--- src/rtl/key_led_ctrl_multi.sv ---
// Multi-channel key front end: each raw key pin is synchronised, debounced and
// edge-detected on its own, and drives one LED in follow, toggle or blink-toggle mode.
module key_led_ctrl_multi #(
  parameter int KEY_NUM     = 3,
  parameter int DEB_CYCLES  = 1_000_000,
  parameter bit KEY_ACT_LOW = 1'b1,
  parameter int MODE        = 1,
  parameter int BLINK_HALF  = 25_000_000
) (
  input  logic               m_clk,
  input  logic               m_rst_n,
  input  logic [KEY_NUM-1:0] m_key,
  output logic [KEY_NUM-1:0] m_key_state,
  output logic [KEY_NUM-1:0] m_press_pulse,
  output logic [KEY_NUM-1:0] m_led
);

  localparam int CW = $clog2(DEB_CYCLES);
  localparam int BW = (BLINK_HALF > 1) ? $clog2(BLINK_HALF) : 1;
  localparam logic [KEY_NUM-1:0] RELEASED = {KEY_NUM{KEY_ACT_LOW}};
  localparam logic [CW-1:0] DEB_LAST = CW'(DEB_CYCLES - 1);
  localparam logic [BW-1:0] BLINK_LAST = BW'(BLINK_HALF - 1);

  logic [KEY_NUM-1:0] sync1;
  logic [KEY_NUM-1:0] sync2;
  logic [KEY_NUM-1:0] pressed;
  logic [KEY_NUM-1:0] deb_done;
  logic [KEY_NUM-1:0] toggle_q;
  logic [CW-1:0]      deb_cnt [KEY_NUM];
  logic [BW-1:0]      blink_cnt;
  logic               blink_phase;

  // Synchroniser idles at the released pin level so reset never looks like a press.
  always_ff @(posedge m_clk or negedge m_rst_n) begin
    if (!m_rst_n) begin
      sync1 <= RELEASED;
      sync2 <= RELEASED;
    end else begin
      sync1 <= m_key;
      sync2 <= sync1;
    end
  end

  assign pressed = KEY_ACT_LOW ? ~sync2 : sync2;

  always_comb begin
    deb_done = '0;
    for (int i = 0; i < KEY_NUM; i++) begin
      deb_done[i] = (pressed[i] != m_key_state[i]) && (deb_cnt[i] == DEB_LAST);
    end
  end

  always_ff @(posedge m_clk or negedge m_rst_n) begin
    if (!m_rst_n) begin
      for (int i = 0; i < KEY_NUM; i++) begin
        deb_cnt[i] <= '0;
      end
      m_key_state   <= '0;
      m_press_pulse <= '0;
    end else begin
      for (int i = 0; i < KEY_NUM; i++) begin
        if (pressed[i] != m_key_state[i]) begin
          if (deb_done[i]) begin
            m_key_state[i] <= pressed[i];
            deb_cnt[i]     <= '0;
          end else begin
            deb_cnt[i] <= deb_cnt[i] + CW'(1);
          end
        end else begin
          deb_cnt[i] <= '0;
        end
      end
      m_press_pulse <= deb_done & pressed;
    end
  end

  // Shared by toggle mode (LED state) and blink-toggle mode (per-channel blink enable).
  always_ff @(posedge m_clk or negedge m_rst_n) begin
    if (!m_rst_n) begin
      toggle_q <= '0;
    end else begin
      toggle_q <= toggle_q ^ (deb_done & pressed);
    end
  end

  always_ff @(posedge m_clk or negedge m_rst_n) begin
    if (!m_rst_n) begin
      blink_cnt   <= '0;
      blink_phase <= 1'b0;
    end else if (blink_cnt == BLINK_LAST) begin
      blink_cnt   <= '0;
      blink_phase <= ~blink_phase;
    end else begin
      blink_cnt <= blink_cnt + BW'(1);
    end
  end

  always_comb begin
    case (MODE)
      0:       m_led = m_key_state;
      1:       m_led = toggle_q;
      default: m_led = toggle_q & {KEY_NUM{blink_phase}};
    endcase
  end

endmodule

--- config.mk ---
export PLATFORM = sky130hd
export DESIGN_NAME = key_led_ctrl_multi
export DESIGN_NICKNAME = d
export VERILOG_FILES = /design/src/rtl/key_led_ctrl_multi.sv
export SDC_FILE = /design/constraint.sdc
export NUM_CORES = 1
export LEC_CHECK = 0
export CAP_MARGIN = 25
export CELL_PAD_IN_SITES_DETAIL_PLACEMENT = 1
export CELL_PAD_IN_SITES_GLOBAL_PLACEMENT = 2
export CORE_MARGIN = 2
export CORE_UTILIZATION = 42
export DETAILED_ROUTE_END_ITERATION = 8
export PLACE_DENSITY_LB_ADDON = 0.1
export SLEW_MARGIN = 30
export SYNTH_ARGS = -nofsm -noshare
export SYNTH_HDL_FRONTEND = slang
export SYNTH_SLANG_ARGS = --single-unit
--- constraint.sdc ---
create_clock -name m_clk -period 3.3 [get_ports m_clk]
set_input_delay 0.99 -clock m_clk [delete_from_list [all_inputs] [get_ports m_clk]]
set_output_delay 0.99 -clock m_clk [all_outputs]
set_load 0.01 [all_outputs]
* Yosys cells after proc, flatten, opt, wreduce, memory -nomap -nowiden
Cells that the tools add are included.
** Word-level totals
- Bits in writable memories :: 0
- Memories kept :: 0
- Output and inout port bits :: 9
- Register bits after elaboration :: 75
- Bits in read-only memories :: 0
- Latch bits :: 0
** Operators by class
- Divide/modulo/power cells :: 0
- Reductions and logical operators :: 6
- Bitwise operators :: 3
- Shifts and indexed selects :: 0
- Equal/unequal tests :: 6
- $mul :: 0
- $lt $le $gt $ge :: 0
- $add $sub $neg :: 3
- Multiplexer cells :: 6
** Operator list (count)
- $mux W20 :: 6
- $add A20 B1 Y20 const B :: 3
- $eq A20 B20 Y1 const B :: 3
- $reduce_and A2 Y1 :: 3
- $and A3 B3 Y3 :: 1
- $logic_and A1 B1 Y1 :: 3
- $ne A1 B1 Y1 :: 3
- $not A3 Y3 :: 1
- $xor A3 B3 Y3 :: 1

* Longest topological paths before layout
Gate-level depths: netlist (run 1).
- Depth after elaboration :: 5
- Mapped depth :: 6

* Worst setup path after synthesis (run 1)
OpenSTA, ideal clock, no wires.
- Kind :: reg-to-reg
- Start :: register deb_cnt[20] in the netlist's numbering
- End :: register deb_cnt[38] in the netlist's numbering
- Data arrival time :: 1927 ps
- Required time :: 3222 ps
- Period minus slack after synthesis :: 2005 ps
- Stages on the path, launching flop included :: 7
- Slack :: 1295 ps
- Path through :: dfrtp_1 ha_1 nand2_1 or4_1 buf_2 or4_1 a21oi_1
** On the way
- Cells in the longest elaborated chain, start to end :: 4
** RTL lines
- from (decl) :: RTL line 29 : logic [CW-1:0] deb_cnt [KEY_NUM];
- from (signal, indexed assignment) :: RTL line 67 : deb_cnt[i] <= deb_cnt[i] + CW'(1);
- parallel branches: the longest is 2 deep, another holds $add A20 B1 Y20
- $mux W20 * :: RTL line 63 : if (deb_done[i]) begin
- $mux W20 * :: RTL line 62 : if (pressed[i] != m_key_state[i]) begin
Mark *: on every way between the ends.
A chain may end at the register's enable or synchronous reset.

* Worst setup path after layout (run 1)
- Start :: register m_key_state[1]
- End :: output m_key_state[1]
** RTL lines
- from (decl) :: RTL line 13 : output logic [KEY_NUM-1:0] m_key_state,
- from (signal, indexed assignment) :: RTL line 64 : m_key_state[i] <= pressed[i];
No word-level cell between the ends.

==> impl_results.md, run 1 <==
- Status: finished, final reports clean
- Clock root cell: clkbuf_8
- Period Utilization, post-route: between 60 and 70%
- Levels on crit path: 1
- RR Endpoint: deb_cnt[38]
- Clock sink count: 75
- Detailed Place HPWL: 4.90 mm
- Yosys warns: 0
- Fin nets: 376
- Number of global-route vias before repair: 2856
- Setup WS post-layout: slightly above 1 ns
- Cts hold-fix bufs: 0
- R2R Path Start: deb_cnt[20]
- H-tree depth: 3
- Die Width: around 95 um
- GP Congestion: around 0.73
- Total power: ~1.6 mW
- Setup TNS: 0 ns
- Synth Register Bits: 75
- Grt ovf: 0
- Final Max Tran Viols: 0
- # DRC: 0
- Pwr Density: around 420 nW/um2
- Share of layout cells above drive strength 1: under 10%
- Crit path from: m_key_state[1]
- RSZ-0062 raised after global routing: false
- Largest stage delay, worst path: 0.55 ns
- Final clock skew: 0.00794 ns
- Crit path time final: around 2.3 ns
- Worst hold path depth: 0
- Gate Count Post-Synth: about 350
- Final Hold Vio Count: 0
- Worst Path Arrival: about 1.3 ns
- Avg Cell Area, Syn: between 9 and 10 um2
- Final Setup Violations: 0
- Initial core utilization: ~43%
- Crit path max-delay family: buffers and inverters
- Hold Slack: between 0.3 and 0.4 ns
- Setup CP Type: reg -> out
- Min-Delay Startpoint: sync1[0]
- Largest net degree at the start of global routing: 76
- Cell Area, Placed: approximately 3700 um2
- First-pass GRT wire length: around 13 mm
- Core Footprint: approximately 8100 um2
- Startpoint types: flip-flop
- DRT iter0 DRCs: 90
- Element type at the critical path end: primary output
- Crit path cell chain: clkdlybuf4s50_1
- Lkg Pwr: 1.54 nW
- Total track usage: a little under a fifth
- FMAX: between 400 and 500 MHz
- Synth cell types: 31
- CP max stage cell: clkdlybuf4s50_1
- Post-CTS Setup Inserts: 0
- Die Y: ~95 um
- Area Overhead vs Synth: 12.2%
- Syn Nets: roughly 360
- Routed vias/inst: ~5.5
- Register area share after synthesis: a little over half
- Worst EP required: roughly 2.3 ns
- Ports: 14
- Slew margin rel.: between 50% and 60%
- Hold Crit Class: reg -> reg
- Post-CTS sizing: 0
- Detail Route Antenna Nets: 0
- Clock transition at the registers of the reported paths: 0.07 ns
- CTS Buffer Depth: 2
- Pre-CTS setup slack: ~1.1 ns
- Synthesized cell area: 3490 um2
- WL final: 7.16 mm
- FF-to-FF path depth: 5
- Total CTS buffers: 9
- IO buf count: 13
- R2R Setup Slk: roughly 1.1 ns
- Wire length per cell: approximately 15 um
- Die Area: between 9000 and 10000 um2
- Initial antenna violation count: 0
- CTS tree: built
- Clock insertion delay at the later pin of the skew report: 0.34 ns
- Worst hold path endpoint: sync2[0]
- Drt first pass iters: 4
- Buffers and inverters on the worst path: 1
- Total number of vias: roughly 2.6k
- Final instance area: roughly 4000 um2
- Row count: 33
- Critical Path Fanout Max: 4
- # Max-Cap Violations: 0
- Worst Tran Pin Value: ~0.7 ns
- # diodes: 0
- VDD IR max: approximately 190 uV
[cell usage after synthesis]
library cell,instances,area share (%)
o21ai_0,17,2.4
nor4b_1,2,0.50
or2_2,4,0.72
ha_1,3,1.1
nand2_1,26,2.8
xor2_1,14,3.5
buf_2,3,0.43
or4b_2,1,0.29
nor4bb_1,1,0.29
clkbuf_1,7,0.75
nand4_1,6,1.1
nor2_1,42,4.5
dfrtp_1,69,49
or3_1,14,2.5
nor4_1,7,1.3
nor4_2,1,0.36
dfstp_2,6,4.5
nand3_1,23,3.3
nand3_2,1,0.29
and3_1,5,0.90
nand4b_1,2,0.50
nand4_4,1,0.61
or4_1,12,2.6
xnor2_1,22,5.5
or4b_1,1,0.29
o41ai_1,2,0.50
inv_1,14,1.5
and4_1,2,0.50
a21oi_1,22,3.2
o31ai_1,11,2.4
nor3_1,10,1.4
[placed cells by master, fill, tap and decap left out, types with 2 or more instances in the layout]
cell	count
a21oi_1	22
and3_1	5
and4_1	2
buf_4	3
clkbuf_1	3
clkbuf_8	11
clkdlybuf4s50_1	12
clkinv_2	2
dfrtp_1	69
dfstp_2	6
ha_1	3
inv_1	14
nand2_1	26
nand3_1	23
nand4_1	6
nand4b_1	2
nor2_1	42
nor3_1	10
nor4_1	7
nor4b_1	2
o21ai_0	16
o31ai_1	9
o31ai_2	2
o41ai_1	2
or2_2	4
or3_1	14
or4_1	12
xnor2_1	22
xor2_1	14
[sequential cells by signal, indices dropped and copies added (netlist names)]
| signal | count |
|---|---|
| sync2 | 3 |
| m_key_state | 3 |
| sync1 | 3 |
| deb_cnt | 60 |
| m_led | 3 |
| m_press_pulse | 3 |
[layout make-up]
type	instances	area (um2)
Fill cell	925	4220
Timing Repair Buffer	16	154
Multi-Input combinational cell	252	1520
Tap cell	105	131
Clock inverter	2	10.0
Clock buffer	14	163
Inverter	14	52.6
Sequential cell	75	1880
[logic make-up (layout without fill, tap and decap cells)]
logic type | count (synthesis) | count (layout) | synth area share [%]
adder cells (fa/ha/maj) | 3 | 3 | 1.08
buffers and inverters | 24 | 46 | 2.69
AO/OA/AOI/OAI | 52 | 52 | 8.47
AND/OR/NAND/NOR | 161 | 161 | 24.7
XOR/XNOR | 36 | 36 | 9.04
flip-flops | 75 | 75 | 54.0
[power breakdown]
group	internal (mW)	switching, mW	total, mW	leakage [nW]
Clock	0.313	0.326	0.640	0.0905
Sequential	0.934	0.0130	0.947	1.02
Combinational	0.0178	0.0401	0.0579	0.425
[metal layers]
metal,track usage (%),routed length [um],vias to the layer above
li1,-,-,1270
met1,23.4,3430,1330
met2,30.6,3450,27
met3,2.92,164,9
met4,8.09,116,0
met5,0,0,-
[metrics by stage]
step                      instances  utilization [%]
after floorplan                 351                -
after global placement          462             46.0
after detailed placement        462             46.0
after CTS                       478             48.1
after global routing            478             48.1
final                           478             48.1
[how the worst max path moves through the flow]
stage | end | slack [ns]
5_1_grt | m_key_state[0] | 0.96
6_report | m_key_state[1] | 1.01
4_1_cts | m_key_state[0] | 1.0
3_3_place_gp | deb_cnt[18] | 1.19
2_1_floorplan | deb_cnt[38] | 1.29
3_5_place_dp | deb_cnt[18] | 1.12
Power figures use the tool's default switching activity.
==> run 2: changes to the inputs <==
- CORE_UTILIZATION: 42 -> 35
- clock period: 3.3 -> 1.94 ns (I/O delays scaled with it)
==> run 2 against run 1 <==
  * Critical path depth rose by 5
  * Sequential power rose by 70%
  * Routed wire length rose by 13%
  * Largest power group unchanged
  * Largest cell class unchanged
  * Critical endpoint is now deb_cnt[54]
  * Power rose by 75%
  * First-iteration DRC count fell by 26%
  * Sequential share of layout area fell by 6.1 points
  * Die area rose by 19%
  * Clock power rose by 75%
==> impl_results.md, run 2 (synthesis gave the netlist of run 1 again) <==
- Status: finished, final reports clean
- Crit path from: deb_cnt[40]
- Final Setup Violations: 0
- Area Overhead vs Synth: 28.7%
- Clock transition at the registers of the reported paths: ~0.080 ns
- Worst Path Arrival: between 2 and 2.5 ns
- Die Width: ~100 um
- Flip-flop and latch area: roughly 1900 um2
- Total CTS buffers: 9
- Clock root cell: clkbuf_8
- Share of layout cells above drive strength 1: between 20% and 30%
- Fin nets: 430
- Routed vias/inst: 5.05
- Setup WS post-layout: about 0.037 ns
- Total track usage: 16.4%
- Largest stage delay, worst path: around 0.6 ns
- Period Utilization, post-route: a little over nine tenths
- Detail Route Antenna Nets: 0
- Total power: ~2.9 mW
- Largest net degree at the start of global routing: 76
- Worst EP required: about 2.2 ns
- Critical Path Fanout Max: 5
- Startpoint types: flip-flop
- CP max stage cell: or4_4
- Initial core utilization: a little over a third
- Lkg Pwr: 1.83 nW
- Crit path time final: 1.90 ns
- Initial antenna violation count: 0
- IO buf count: 13
- Biggest register: deb_cnt
- Pwr Density: between 600 and 700 nW/um2
- Most common cell after layout, fill and taps aside: dfrtp_1
- R2R Setup Slk: around 0.037 ns
- Die Area: around 11000 um2
- # Max-Cap Violations: 0
- Slew margin rel.: 58.0%
- Setup TNS: 0 ns
- Setup CP Type: reg -> reg
- Final Hold Vio Count: 0
- CTS tree: built
- Final instance area: around 4500 um2
- Max reg flops: 60
- Core Footprint: slightly below 10000 um2
- Drt first pass iters: 4
- Hold Crit Class: in -> async
- Total number of vias: between 2k and 3k
- Cell Area, Placed: between 4000 and 5000 um2
- First-pass GRT wire length: between 10 and 15 mm
- Grt ovf: 0
- R2R Path Start: deb_cnt[40]
- Pre-CTS setup slack: -0.0411 ns
- Clock sink count: 75
- DRT iter0 DRCs: 67
- Die Y: about 100 um
- Ports: 14
- Cts hold-fix bufs: 0
- Setup crit end: deb_cnt[54]
- Detailed Place HPWL: roughly 5.7 mm
- Commonest non-fill, non-tap cells in the layout: dfrtp_1 (68), buf_4 (53), nor2_1 (42)
- # diodes: 0
- Final Max Tran Viols: 0
- RR Endpoint: deb_cnt[54]
- CTS Buffer Depth: 2
- VDD IR max: about 230 uV
- Clock insertion delay at the later pin of the skew report: roughly 0.35 ns
- Inst Count DP: about 540
- GP Congestion: 0.761
- Final clock skew: 0.00963 ns
- Non-Filler Instances: roughly 560
- Row count: 36
- Number of global-route vias before repair: between 3k and 4k
- WL final: about 8 mm
- Crit path cell chain: ha_2, nand3_2, or4_4, buf_6, or3_1, a21oi_1
- Worst Tran Pin Value: 0.624 ns
- Fill count: approximately 1.1k
- Wire length per cell: 14.5 um
- Element type at the critical path end: flip-flop
- # DRC: 0
- Area of the multi-input gates: approximately 1600 um2
- FMAX: approximately 530 MHz
- H-tree depth: 3
- FF-to-FF path depth: 6
## run 2: cell count changes in the layout (fill, tap and decap cells not counted), moves of 2 or more
cell and change:
clkinv_2 -2, ha_4 +2, or4_4 +9, buf_12 +3, a21oi_2 +2, or4_1 -9, buf_4 +50, ha_1 -3
a21oi_1 -2
## run 2: cell type report
cell class | instances | share of cell area, %
flip-flops and latches | 75 | 42.0
repair buffers | 70 | 13.2
inverters | 14 | 1.17
clock buffers | 14 | 3.85
multi-input cells | 252 | 35.9
clock inverters | 1 | 0.167
well taps | 133 | 3.71
## run 2: worst max-delay path: cells and delay by family (launching register included)
family	cells	cell delay (ns)
simple gates	3	1.01
buf+inv	1	0.14
fa+ha+maj	1	0.20
flops	1	0.36
compound gates	1	0.13
## run 2: per-stage QoR
step,utilization (%),hold WS [ns]
global route,46.1,0.274
CTS,45.4,0.253
floorplan,-,0.286
global placement,43.2,0.348
detailed placement,43.2,0.347
finish,46.1,0.243
## run 2: how the worst min path moves through the flow
stage,cells past startpoint,to,slack (ns),from
floorplan,0,deb_cnt[0],0.29,m_rst_n
global placement,0,sync2[1],0.35,sync1[1]
detailed placement,0,sync2[1],0.35,sync1[1]
CTS,2,deb_cnt[31],0.25,m_rst_n
global route,2,deb_cnt[31],0.27,m_rst_n
finish,2,deb_cnt[36],0.24,m_rst_n
## run 2: repair_timing
action                     4_1_cts  5_1_grt
cloned                           1        0
setup buffers                    0        5
setup endpoints to repair       23       15
pin swaps                        0        8
gates resized for setup          6       11
## run 2: power breakdown
group,internal [mW],switching (mW),total [mW]
logic,0.0673,0.0880,0.155
registers,1.59,0.0187,1.61
clock network,0.564,0.551,1.12
total,2.22,0.658,2.88
## run 2: per-layer routing
metal	GRT usage (%)	wire length, um	vias to the layer above	part of all wire (%)
li1	-	-	1376	-
met1	21.1	3710	1411	46
met2	27.3	4120	24	51
met3	2.52	160	10	2.0
met4	7.34	138	0	1.7
met5	0	0	-	0
==> run 3: changes to the inputs <==
- GPL_TIMING_DRIVEN: not set -> 1
==> results of run 3 <==
The final DEF is identical to that of run 2; final timing and power are the same.
==> variant, RTL diff (flow settings as in run 3) <==
`MODE`: 1 -> 0.
--- a/src/rtl/key_led_ctrl_multi.sv
+++ b/src/rtl/key_led_ctrl_multi.sv
@@ -4,7 +4,7 @@
   parameter int KEY_NUM     = 3,
   parameter int DEB_CYCLES  = 1_000_000,
   parameter bit KEY_ACT_LOW = 1'b1,
-  parameter int MODE        = 1,
+  parameter int MODE        = 0,
   parameter int BLINK_HALF  = 25_000_000
 ) (
   input  logic               m_clk,
Formal check against the unedited RTL: same outputs for any inputs over 10 cycles, from zero or initial values and one cycle with m_rst_n low; that may be too few to reach the edited logic, so the function may still have changed.
==> variant against run 3 <==
Worst setup slack better by 0.031 ns. Synthesized area down 1.7%. Wire length fell by 4.9%. Global-route usage decreased by 0.25 points. Sequential cell count decreased by 3. Total power is 5.1% lower. Design area decreased by 8.3%. Hold slack got worse by 0.14 ns. Clock skew fell by 0.0029 ns. Critical path type unchanged.
==> variant: results (changes against run 3) <==
metric,value,unit,change
total_leakage_power,1.649,nW,-9.8%
synth_edf_count,0,,unchanged
cts_sinks,72,,-4.0%
grt_max_degree,28,,-63%
arrival,2.15,ns,-0.03 ns
cts-root-buf,clkbuf_8,,
htreeDepth,3,,unchanged
inv_count,15,,+1
yosysSeqAreaShare,0.5277,,-0.01243
firstDrtPassIters,4,,unchanged
wl_met2,3719,um,-9.7%
yosys-top-cells-count,"dfrtp_1 (66), nor2_1 (46), xnor2_1 (29)",,
path_max_fanout,8,,+3
multi_input_area_share,0.3705,,+0.01200
wl,7729,um,-4.9%
multi_input_comb_cells,244,,-3.2%
grt.total_usage,0.1616,,-0.002472
wirelength_met1,3727,um,+0.59%
fin_nets,393,,-8.6%
p_int,0.002067,W,-6.9%
run_status,finished clean,,
synth_fa_ha_area_frac,0.01095,,+0.0001885
slew_headroom,0.6435,,+0.06319
clkCellAreaFrac,0.04195,,+0.001800
num-fill-cells,1131,,+0.27%
peakVddDrop,0.4007,mV,+77%
cts_buffers,9,,unchanged
wl_met3,161,um,+0.63%
drtIter0Drc,58,,-13%
seq_cell_power,0.00154,W,-4%
final-nonclk-buf-share,0.09362,,-0.03881
synth.distinct_cells,36,,+16%
skew,0.006749,ns,-0.002885 ns
overflow,0,,unchanged
pg_clk,0.00106,W,-5%
cts_max_path_buffers,2,,unchanged
sh_seq_area,0.4398,,+0.01969
clkbuf_count,10,,-4
synth_compound_area_frac,0.07664,,-0.008006
muxShareOfSynthArea,0.002920,,+0.002920
ys_warn_count,0,,unchanged
routed-via-count,2605,,-7.7%
synth-xor-area-share,0.1022,,+0.01180
maxUsedRoutingLayer,met4,,
layout-drive-gt1-share,0.1846,,-0.05952
first_global_vias,2720,,-9.9%
place_congestion,0.7405,,-2.7%
buffers_excl_clock,43,,-39%
hpwl,5595,um,-1.2%
grt_pass1_wl,13140,um,-8.2%
drc,0,,unchanged
p_seq_frac,0.565,,+0.006
syn-num-nets,350,,-2.5%
largest_reg_flops,60,,unchanged
synthTopCellsByArea,"dfrtp_1 (48%), xnor2_1 (7.4%), nor2_1 (5.0%)",,
-- variant: cell types whose count changed after synthesis, moves of 3 or more --
cell      before  now
nand4_1        6   15
a21oi_1       22   17
nor2_1        42   46
clkbuf_1       7    4
xnor2_1       22   29
xor2_1        14   11
dfrtp_1       69   66
or3_2          0    3
nand2_1       26   14
o21ai_0       17    9
or3_1         14    5
buf_4          0    4
-- variant: per-stage QoR --
stage / cell area, um^2 / worst slack (ns) / std cells / setup TNS, ns
after floorplan: 3431 / 0.01492 / 342 / 0
after global placement: 3892 / 0.03742 / 504 / 0
after detailed placement: 3892 / -0.05660 / 504 / -0.09646
after CTS: 4070 / 0.005990 / 520 / 0
after global routing: 4116 / -0.002625 / 523 / -0.004976
final: 4116 / 0.06765 / 523 / 0
-- variant: final timing paths --
kind                       startpoint           to  slack, ns  cells past startpoint
min in group m_clk           sync1[1]     sync2[1]       0.35                      0
max reg2reg                deb_cnt[3]  deb_cnt[18]       0.07                      4
min                           m_rst_n  deb_cnt[17]        0.1                      1
max                        deb_cnt[3]  deb_cnt[18]       0.07                      4
min reg2reg                  sync1[1]     sync2[1]       0.35                      0
max in group asynchronous     m_rst_n     sync1[2]       1.26                      2
-- variant: metal layers --
metal  vias to the layer above  track usage
met5                         -            0
met4                         0      0.06377
met3                         9      0.03254
met2                        25       0.2662
met1                      1279       0.2091
li1                       1292            -
-- variant: worst max-delay path, cell delays in order, from the launching register on --
cell,delay (ns)
dfrtp_1,0.41
nand3_2,0.14
or4_4,0.61
or4_1,0.52
a21oi_2,0.14
-- variant: what timing repair did --
item | 4_1_cts | 5_1_grt
setup buffers | 0 | 3
pin swaps | 0 | 1
resized for setup | 2 | 7
endpoints found under the hold margin | 0 | 0
hold buffers | 0 | 0
endpoints found under the setup margin | 5 | 31
